### config.mk
export PLATFORM = sky130hd
export DESIGN_NAME = dual_prioenc
export DESIGN_NICKNAME = d
export VERILOG_FILES = /design/src/rtl/dual_prioenc_pkg.sv /design/src/rtl/dual_prioenc_prio_enc.sv /design/src/rtl/dual_prioenc.sv
export SDC_FILE = /design/constraint.sdc
export NUM_CORES = 1
export LEC_CHECK = 0
export BUFFER_PORTS_ARGS = -buffer_cell sky130_fd_sc_hd__buf_2
export CAP_MARGIN = 25
export CORE_UTILIZATION = 35
export CTS_CLUSTER_DIAMETER = 80
export CTS_CLUSTER_SIZE = 25
export DETAILED_ROUTE_END_ITERATION = 7
export GPL_TIMING_DRIVEN = 0
export HOLD_SLACK_MARGIN = 0.15
export PLACE_DENSITY_LB_ADDON = 0.05
export SYNTH_ARGS = -nofsm -noshare
export SYNTH_HDL_FRONTEND = slang
export SYNTH_HIERARCHICAL = 1
export SYNTH_SLANG_ARGS = --single-unit
### constraint.sdc
create_clock -name clk -period 0.8 [get_ports clk]
set_input_delay 0.08 -clock clk [delete_from_list [all_inputs] [get_ports clk]]
set_output_delay 0.08 -clock clk [all_outputs]
set_load 0.1 [all_outputs]
### src/rtl/dual_prioenc_pkg.sv
// rtl/dual_prioenc_pkg.sv - shared widths and code values for the dual priority encoder
package dual_prioenc_pkg;

  // Default request vector width
  localparam int N = 12;

  // Default code width; 2^W must exceed N so that code N is representable
  localparam int W = 4;

  // Code value meaning "no such bit"
  localparam int CODE_NONE = 0;

endpackage

### src/rtl/dual_prioenc_prio_enc.sv
// rtl/dual_prioenc_prio_enc.sv - combinational encoder returning index+1 of the most-significant set bit
module prio_enc
  import dual_prioenc_pkg::*;
#(
  parameter int N = dual_prioenc_pkg::N,
  parameter int W = dual_prioenc_pkg::W
) (
  input  logic [N-1:0] vec,
  output logic [W-1:0] code
);

  // Scan upward so the highest set bit writes last and wins
  always_comb begin
    code = W'(CODE_NONE);
    for (int i = 0; i < N; i++) begin
      if (vec[i]) begin
        code = W'(i + 1);
      end
    end
  end

endmodule

### src/rtl/dual_prioenc.sv
// rtl/dual_prioenc.sv - registered highest and second-highest request codes
module dual_prioenc
  import dual_prioenc_pkg::*;
#(
  parameter int N = dual_prioenc_pkg::N,
  parameter int W = dual_prioenc_pkg::W
) (
  input  logic         clk,
  input  logic         rst_n,
  input  logic [N-1:0] in,
  output logic [W-1:0] first,
  output logic [W-1:0] second
);

  // Codes run up to N, so the code width must be able to hold it
  if ((2 ** W) <= N) begin : g_bad_width
    $error("dual_prioenc: W too small for N");
  end

  logic [W-1:0] first_c;
  logic [W-1:0] second_c;
  logic [N-1:0] masked;

  prio_enc #(.N(N), .W(W)) u_enc_first (
    .vec  (in),
    .code (first_c)
  );

  // Drop the bit chosen as first; nothing is cleared when first_c is "none"
  always_comb begin
    masked = '0;
    for (int i = 0; i < N; i++) begin
      masked[i] = in[i] && (first_c != W'(i + 1));
    end
  end

  prio_enc #(.N(N), .W(W)) u_enc_second (
    .vec  (masked),
    .code (second_c)
  );

  // Output registers; reset clears both codes immediately
  always_ff @(posedge clk or negedge rst_n) begin
    if (!rst_n) begin
      first  <= W'(CODE_NONE);
      second <= W'(CODE_NONE);
    end else begin
      first  <= first_c;
      second <= second_c;
    end
  end

endmodule

==> impl_metrics.ini, run 1 <==
[drt]
ant_nets = 0
drc = 0
drtPass1Iterations = 5
wl_per_cell_um = 13.0
vias = 665
routed_via_density = 5.45
routed_wirelength_um = 1590
drt_iter0_drc = 14

[final_layout]
final.fill_count = 114
multi_input_area_sq_um = 463
layout_commonest_cell = buf_6
stdcell_area_sq_um = 1070
final_layout_size_suffix_gt1_share_pct = 70.8
area_growth_pct = 90.9
nets = 121
final_cell_mix = buf_6, buf_4, inv_1
antenna_cells = 0
regArea_sq_um = 209
instances_no_fill = 122

[setup_path]
max_stage_delay_ps = 520
cp_data_arrival_time_ps = 1840
worstPathCellList = buf_8 -> or4_4 -> a31o_4 -> nor2b_4 -> a21boi_2 -> inv_1 -> a21oi_2 -> o21ai_1 -> o31a_1
cp.required_ps = 930
crit_family = compound AO/OA/AOI/OAI gates
cp_max_fo = 4
worstSetupEndpointType = flip-flop
crit_slowest_cell = or4_4
path_class = input pin to flip-flop
cp_num_buf_inv = 2
start_kind = input pin

[logic_synthesis]
yosysSeqAreaShare_pct = 35.6
syn-cell-area_sq_um = 563
yosysTopAreaCellShare_pct = 35.6
syn-num-nets = 80
ys_top_cells_by_area = dfrtp_1, a21boi_1, a21boi_2
synthCells = 66
yosys.area.top_type = dfrtp_1
synth_seq_cells = 8
synth.distinct_cells = 17
avgSynthCellArea_sq_um = 8.53
yosys_warnings = 6

[global_routing]
grt_util_all_layers_pct = 17.6
overflow = 0
grt_pass1_vias = 577
grt_max_degree = 9
antenna_found_initial = 0
grt_pass1_wl_um = 2280

[timing]
hold_viol_final = 0
setup_viol = 14
setup_slack_ps = -906
max_slew_margin_pct = 75.4
worstMarginPinSlew_ps = 368
min_period_over_period_pct = 213
min_period_ps = 1710
grt_setup_unrepaired = true
slew_viol_final = 0
clock.fmax_mhz = 586

[clocking]
cts_root_buffer = clkbuf_4
cts_tree = yes
clockBufferDepth = 2
path_clk_slew_ps = 50
cts_inserted_buffers = 3
clock_sinks = 8
htree_num_levels = 1

[pwr]
cellLeakagePower_nw = 0.469
pwr_density_cell_nw_per_um2 = 1370
ir_drop_mv = 0.577

[floorplan]
io_pins = 22
die-width_um = 42.1
core_area_sq_um = 1510
die_h_um = 42.1
start_util_pct = 37.4
dieArea_sq_um = 1770
rows = 14

[status]
violations = negative setup slack
status = finished, violations left

[placement]
place_congestion = 0.780
dp_hpwl_um = 987
io_buffers = 21
placed_cells = 103
dpl-instance-area_sq_um = 724

[flow_run]
drv_cap = 0

[min_path]
min_path_type = input pin to asynchronous set/reset pin
[synth_stat cells (all sizes together)]
cell,count
dfrtp,8
nor2,8
o31a,2
o21ai,4
a21oi,6
nand3b,2
and2b,1
a31oi,4
o31ai,2
a31o,2
nor2b,5
nor3,4
or4,2
inv,8
a21boi,8
[what timing repair did]
action	4_1_cts	5_1_grt
endpoints found under the hold margin	8	0
setup endpoints to repair	13	15
hold buffers	1	0
setup buffers	9	5
pin swaps	15	7
resized for setup	28	27
[registers in the layout, summed over array words and instances (netlist names)]
register  count
first         4
second        4
[power by group]
group          total, mW  switching, mW  internal (mW)
Sequential         0.451         0.0130          0.438
Combinational      0.700          0.428          0.271
Clock              0.323          0.133          0.190
[area by class of cell]
cell class / instances / area share [%]
clock buffer: 4 / 2.44
sequential: 8 / 19.4
tap: 16 / 1.86
multi-input combinational: 50 / 43.1
timing repair buffer: 36 / 30.4
inverter: 8 / 2.79
[through the flow]
stage | setup TNS [ps] | worst slack, ps | utilization [%] | hold slack (ps) | total power, mW
6_report | -4400 | -906 | 71.3 | 181 | 1.47
5_1_grt | -4820 | -946 | 71.3 | 193 | 1.55
4_1_cts | -4400 | -887 | 61.7 | 184 | 1.39
3_5_place_dp | -5330 | -1190 | 48.1 | -77.7 | 0.945
3_3_place_gp | -5330 | -1200 | 48.1 | -78.3 | 0.945
2_1_floorplan | -3730 | -935 | - | -216 | 0.833
[kinds of logic after synthesis]
family | count (synthesis) | share of synthesized area (%)
AOI/OAI and AO/OA | 28 | 34.9
buffers and inverters | 8 | 5.33
DFF | 8 | 35.6
and+or+nand+nor | 22 | 24.2
[path summary, 6_finish.rpt]
path                        start   endpoint  slack, ps  cells past startpoint
min in group clk           in[11]   first[2]        240                      3
min                         rst_n   first[2]        180                      2
max                         in[4]  second[0]       -910                      9
max in group asynchronous   rst_n  second[1]        440                      2
[layer usage]
layer | GRT usage [%] | part of all wire [%] | wire [um]
met3 | 3.02 | 5.0 | 79
met5 | 0 | 0 | 0
met1 | 17.9 | 36 | 565
met2 | 30.0 | 56 | 892
met4 | 16.3 | 3.3 | 53
(Power assumes the default switching activity.)
==> run 2, diff against run 1 <==
--- a/config.mk
+++ b/config.mk
@@ -11,10 +11,8 @@
 export CTS_CLUSTER_DIAMETER = 80
 export CTS_CLUSTER_SIZE = 25
 export DETAILED_ROUTE_END_ITERATION = 7
-export GPL_TIMING_DRIVEN = 0
 export HOLD_SLACK_MARGIN = 0.15
 export PLACE_DENSITY_LB_ADDON = 0.05
 export SYNTH_ARGS = -nofsm -noshare
 export SYNTH_HDL_FRONTEND = slang
-export SYNTH_HIERARCHICAL = 1
 export SYNTH_SLANG_ARGS = --single-unit
==> impl_metrics.ini, run 2 <==
[logic_synthesis]
yosysSeqAreaShare_pct = 33.8
yosys_warnings = 0
syn-num-nets = 81
synthCells = 67
avgSynthCellArea_sq_um = 8.83
async_flop_share_pct = 100
yosys_most_used_dff = dfrtp_1
synth_edf_count = 0
synth_seq_cells = 8
yosysTopAreaCellShare_pct = 33.8
synth_most_common_cell = dfrtp_1
syn-cell-area_sq_um = 592
ys_top_cells_by_area = dfrtp_1, o21bai_1, nor2_1
synth.distinct_cells = 30
yosys.area.top_type = dfrtp_1
synth_common_cells = dfrtp_1, nor2_1, nand2_1

[drt]
wl_per_cell_um = 12.2
ant_nets = 0
drtPass1Iterations = 4
routed_wirelength_um = 1660
drc = 0
drt_iter0_drc = 14
vias = 709
routed_via_density = 5.21

[placement]
dpl-instance-area_sq_um = 1050
place_ws_ps = -609
io_buffers = 21
dp_hpwl_um = 1380
place_congestion = 0.906

[floorplan]
die_h_um = 43.1
dieArea_sq_um = 1860
die-width_um = 43.1
start_util_pct = 38.4
rows = 14
core_area_sq_um = 1540
io_pins = 22

[timing]
min_period_ps = 1130
clock.fmax_mhz = 883
grt_setup_unrepaired = true
setup_viol = 12
hold_ws_ps = 197
setup_slack_ps = -333
min_period_over_period_pct = 142
max_slew_margin_pct = 80.9
hold_viol_final = 0
worstMarginPinSlew_ps = 286
slew_viol_final = 0
setup_tns_ps = -1950

[final_layout]
antenna_cells = 0
regArea_sq_um = 208
final.fill_count = 123
final_cell_mix = buf_4, buf_2, buf_12
multi_input_area_sq_um = 409
reg.largest.list = first (4), second (4)
layout_commonest_cell = buf_4
stdcell_area_sq_um = 1150
final_layout_size_suffix_gt1_share_pct = 63.3
area_growth_pct = 94.9
nets = 135

[clocking]
cts_inserted_buffers = 3
clock_sinks = 8
cts_root_buffer = clkbuf_4
cts_tree = yes
htree_num_levels = 1
path_clk_slew_ps = 50
clockBufferDepth = 2

[status]
status = finished, violations left
violations = negative setup slack

[setup_path]
cp_data_arrival_time_ps = 1250
cp.required_ps = 920
cp_max_fo = 4
start_kind = input pin
path_class = input pin to flip-flop
worstSetupEndpointType = flip-flop

[flow_run]
drv_cap = 0

[global_routing]
grt_pass1_vias = 707
grt_util_all_layers_pct = 20.0
grt_max_degree = 9
overflow = 0
antenna_found_initial = 0
grt_pass1_wl_um = 2820

[pwr]
cellLeakagePower_nw = 0.520
pwr_density_cell_nw_per_um2 = 1280
ir_drop_mv = 0.519

[min_path]
min_path_type = input pin to asynchronous set/reset pin
run 2: changes by cell type in the layout (fill, tap and decap cells not counted), sizes merged, moves of 2 or more:
cell | before | now
a21boi | 8 | 1
a31oi | 4 | 2
o21bai | 0 | 4
o31a | 2 | 0
or2 | 0 | 3
a31o | 2 | 0
nor2b | 5 | 2
buf | 35 | 50
a21oi | 6 | 4
nand3b | 2 | 0
or4 | 2 | 0
o21ai | 4 | 6
inv | 8 | 4
nand2 | 0 | 5
run 2: final timing paths:
check / start / endpoint / slack (ps)
setup / recovery: in[3] / second[1] / -330
min in group clk: in[11] / first[0] / 210
hold / removal: rst_n / first[3] / 200
max in group asynchronous: rst_n / second[2] / 420
run 2: report_power, final:
part | internal (mW) | switching (mW)
sequential | 0.438 | 0.0232
clock | 0.190 | 0.120
combinational | 0.310 | 0.397
total | 0.938 | 0.540
run 2: critical path, stage by stage:
cell and delay (ps):
buf_6 90, or2_4 260, or2_1 230, or3_1 350, a31oi_1 170, o21bai_1 70
run 2: timing repair:
| action | CTS | global route |
|---|---|---|
| gates resized for setup | 7 | 8 |
| endpoints found under the setup margin | 14 | 15 |
| hold endpoints to repair | 8 | 0 |
| hold buffers | 1 | 0 |
| setup buffers | 1 | 0 |
| pin swaps | 0 | 1 |
run 2: layer usage:
| metal | track usage, % | up-vias | wire [um] |
|---|---|---|---|
| li1 | - | 351 | - |
| met1 | 22.2 | 334 | 694 |
| met2 | 37.0 | 22 | 909 |
| met3 | 2.55 | 2 | 43 |
| met4 | 9.09 | 0 | 10 |
| met5 | 0 | - | 0 |
run 2: layout make-up:
class	count	share of cell area, %
Tap cell	16	1.74
Clock buffer	4	2.28
Sequential cell	8	18.0
Multi-Input combinational cell	53	35.5
Inverter	4	1.30
Timing Repair Buffer	51	41.2
run 2: kinds of logic after synthesis:
family	count (synthesis)	share of synthesized area, %
AOI/OAI and AO/OA	26	32.6
xor gates and xnor gates	1	1.48
adders and majority gates	1	1.69
buffers and inverters	6	6.34
DFF	8	33.8
muxes	1	1.69
and+or+nand+nor	24	22.4
run 2: per-stage QoR:
stage	util, %	power, mW	std cells
detailed placement	67.9	1.13	130
finish	74.8	1.48	136
CTS	72.5	1.48	136
floorplan	-	0.821	67
global placement	67.9	1.13	130
global route	74.8	1.56	136
==> run 3, diff against run 2 <==
==> constraint.sdc (replaced) <==
create_clock -name clk -period 1 [get_ports clk]
set_input_delay 0.1 -clock clk [delete_from_list [all_inputs] [get_ports clk]]
set_output_delay 0.1 -clock clk [all_outputs]
set_load 0.1 [all_outputs]
==> impl_metrics.ini, run 3 (synthesis results as in run 2) <==
[setup_path]
crit_slowest_cell = or3_1
start_kind = input pin
crit_family = simple AND/OR/NAND/NOR gates
worstSetupEndpointType = flip-flop
path_class = input pin to flip-flop
cp_num_buf_inv = 1
worstPathCellList = buf_6 -> or2_4 -> or2_4 -> or3_1 -> a31oi_1 -> o21bai_1
max_stage_delay_ps = 360
cp_data_arrival_time_ps = 1330
path_common_cell = or2_4
cp_max_fo = 3
cp.depth = 6
cp.required_ps = 1130

[placement]
io_buffers = 21
dp_hpwl_um = 1360
place_ws_ps = -455
dpl-instance-area_sq_um = 1040
place_congestion = 0.923
placed_cells = 130

[drt]
vias = 726
wl_per_cell_um = 13.5
routed_wirelength_um = 1860
drc = 0
ant_nets = 0
routed_via_density = 5.30
drt_iter0_drc = 7
drtPass1Iterations = 4

[pwr]
power.total_mw = 1.21
combPwrFrac_pct = 50.0
netSwitchingPower_mw = 0.459
seqPwrFrac_pct = 30.3
p_clk_share_pct = 19.7
pwr_density_cell_nw_per_um2 = 989
switching_share_pct = 37.9
ir_drop_mv = 0.534
cellLeakagePower_nw = 0.541
internal_power_mw = 0.752

[flow_run]
drv_cap = 0

[final_layout]
antenna_cells = 0
area_growth_pct = 107
reg.largest.list = first (4), second (4)
final_cell_mix = buf_4, dfrtp_1, buf_12
layout_commonest_cell = buf_4
final_layout_size_suffix_gt1_share_pct = 62.8
instances_no_fill = 137
nets = 137
final.fill_count = 99
stdcell_area_sq_um = 1220

[timing]
min_period_ps = 1200
hold_viol_final = 0
max_slew_margin_pct = 79.2
worstMarginPinSlew_ps = 312
grt_setup_unrepaired = true
clock.fmax_mhz = 834
hold_ws_ps = 188
setup_viol = 4
slew_viol_final = 0
min_period_over_period_pct = 120
setup_slack_ps = -199

[min_path]
min_path_cells = 3
min_path_type = input pin to flip-flop

[floorplan]
rows = 14
io_pins = 22
die_h_um = 43.1
dieArea_sq_um = 1860
start_util_pct = 38.4
core_area_sq_um = 1540
die-width_um = 43.1

[status]
status = finished, violations left
violations = negative setup slack

[global_routing]
grt_util_all_layers_pct = 21.7
overflow = 0
grt_max_degree = 9
grt_pass1_vias = 669
antenna_found_initial = 0
grt_pass1_wl_um = 2950

[clocking]
htree_num_levels = 1
clock_sinks = 8
cts_root_buffer = clkbuf_4
cts_tree = yes
path_clk_slew_ps = 50
cts_inserted_buffers = 3
clockBufferDepth = 2
==> run 3: cell count changes in the layout (fill, tap and decap cells not counted), moves of 2 or more <==
cell / change
buf_6: +4
buf_2: -4
nor2_2: -2
buf_4: +2
dfrtp_2: -6
nor2_4: +3
a21oi_2: +2
o21ai_4: +2
dfrtp_1: +6
a21oi_1: -2
o21ai_2: -2
==> run 3: path summary, 6_finish.rpt <==
kind,start,to,slack [ps]
worst max-delay path,in[3],second[1],-200
worst min-delay path,in[11],first[1],190
max in group asynchronous,rst_n,second[3],630
min in group asynchronous,rst_n,second[0],210
==> run 3: final cells by class <==
type	instances	area (sq um)	area share [%]
timing repair buffer	53	515	42.1
inverter	4	15.0	1.23
sequential	8	200	16.3
multi-input combinational	53	452	36.9
clock buffer	3	22.5	1.84
tap	16	20.0	1.63
==> run 3: what timing repair did <==
item / CTS / global route
resized for setup: 16 / 15
hold buffers: 1 / 0
endpoints found under the setup margin: 4 / 4
buffers inserted: 2 / 1
hold endpoints to repair: 8 / 0
pin swaps: 9 / 5
==> run 3: through the flow <==
stage               util [%]  TNS (ps)
floorplan                  -      -871
global placement        67.5     -1920
detailed placement      67.5     -2090
CTS                     74.7      -473
global route            79.5      -732
finish                  79.5      -557
==> run 3: routing by layer <==
layer  GRT usage (%)  part of all wire, %  vias to the layer above
li1                -                    -                      355
met1            24.9                   40                      340
met4            10.9                  2.4                        0
met3            3.83                  3.7                        6
met2            37.9                   54                       25
met5               0                    0                        -
==> run 3: power groups by stage <==
stage,logic (mW),clock network (mW),registers [mW]
after floorplan,0.125,0,0.529
after global placement,0.528,0,0.371
after detailed placement,0.532,0,0.373
after CTS,0.568,0.246,0.367
after global routing,0.634,0.267,0.369
final,0.606,0.239,0.367
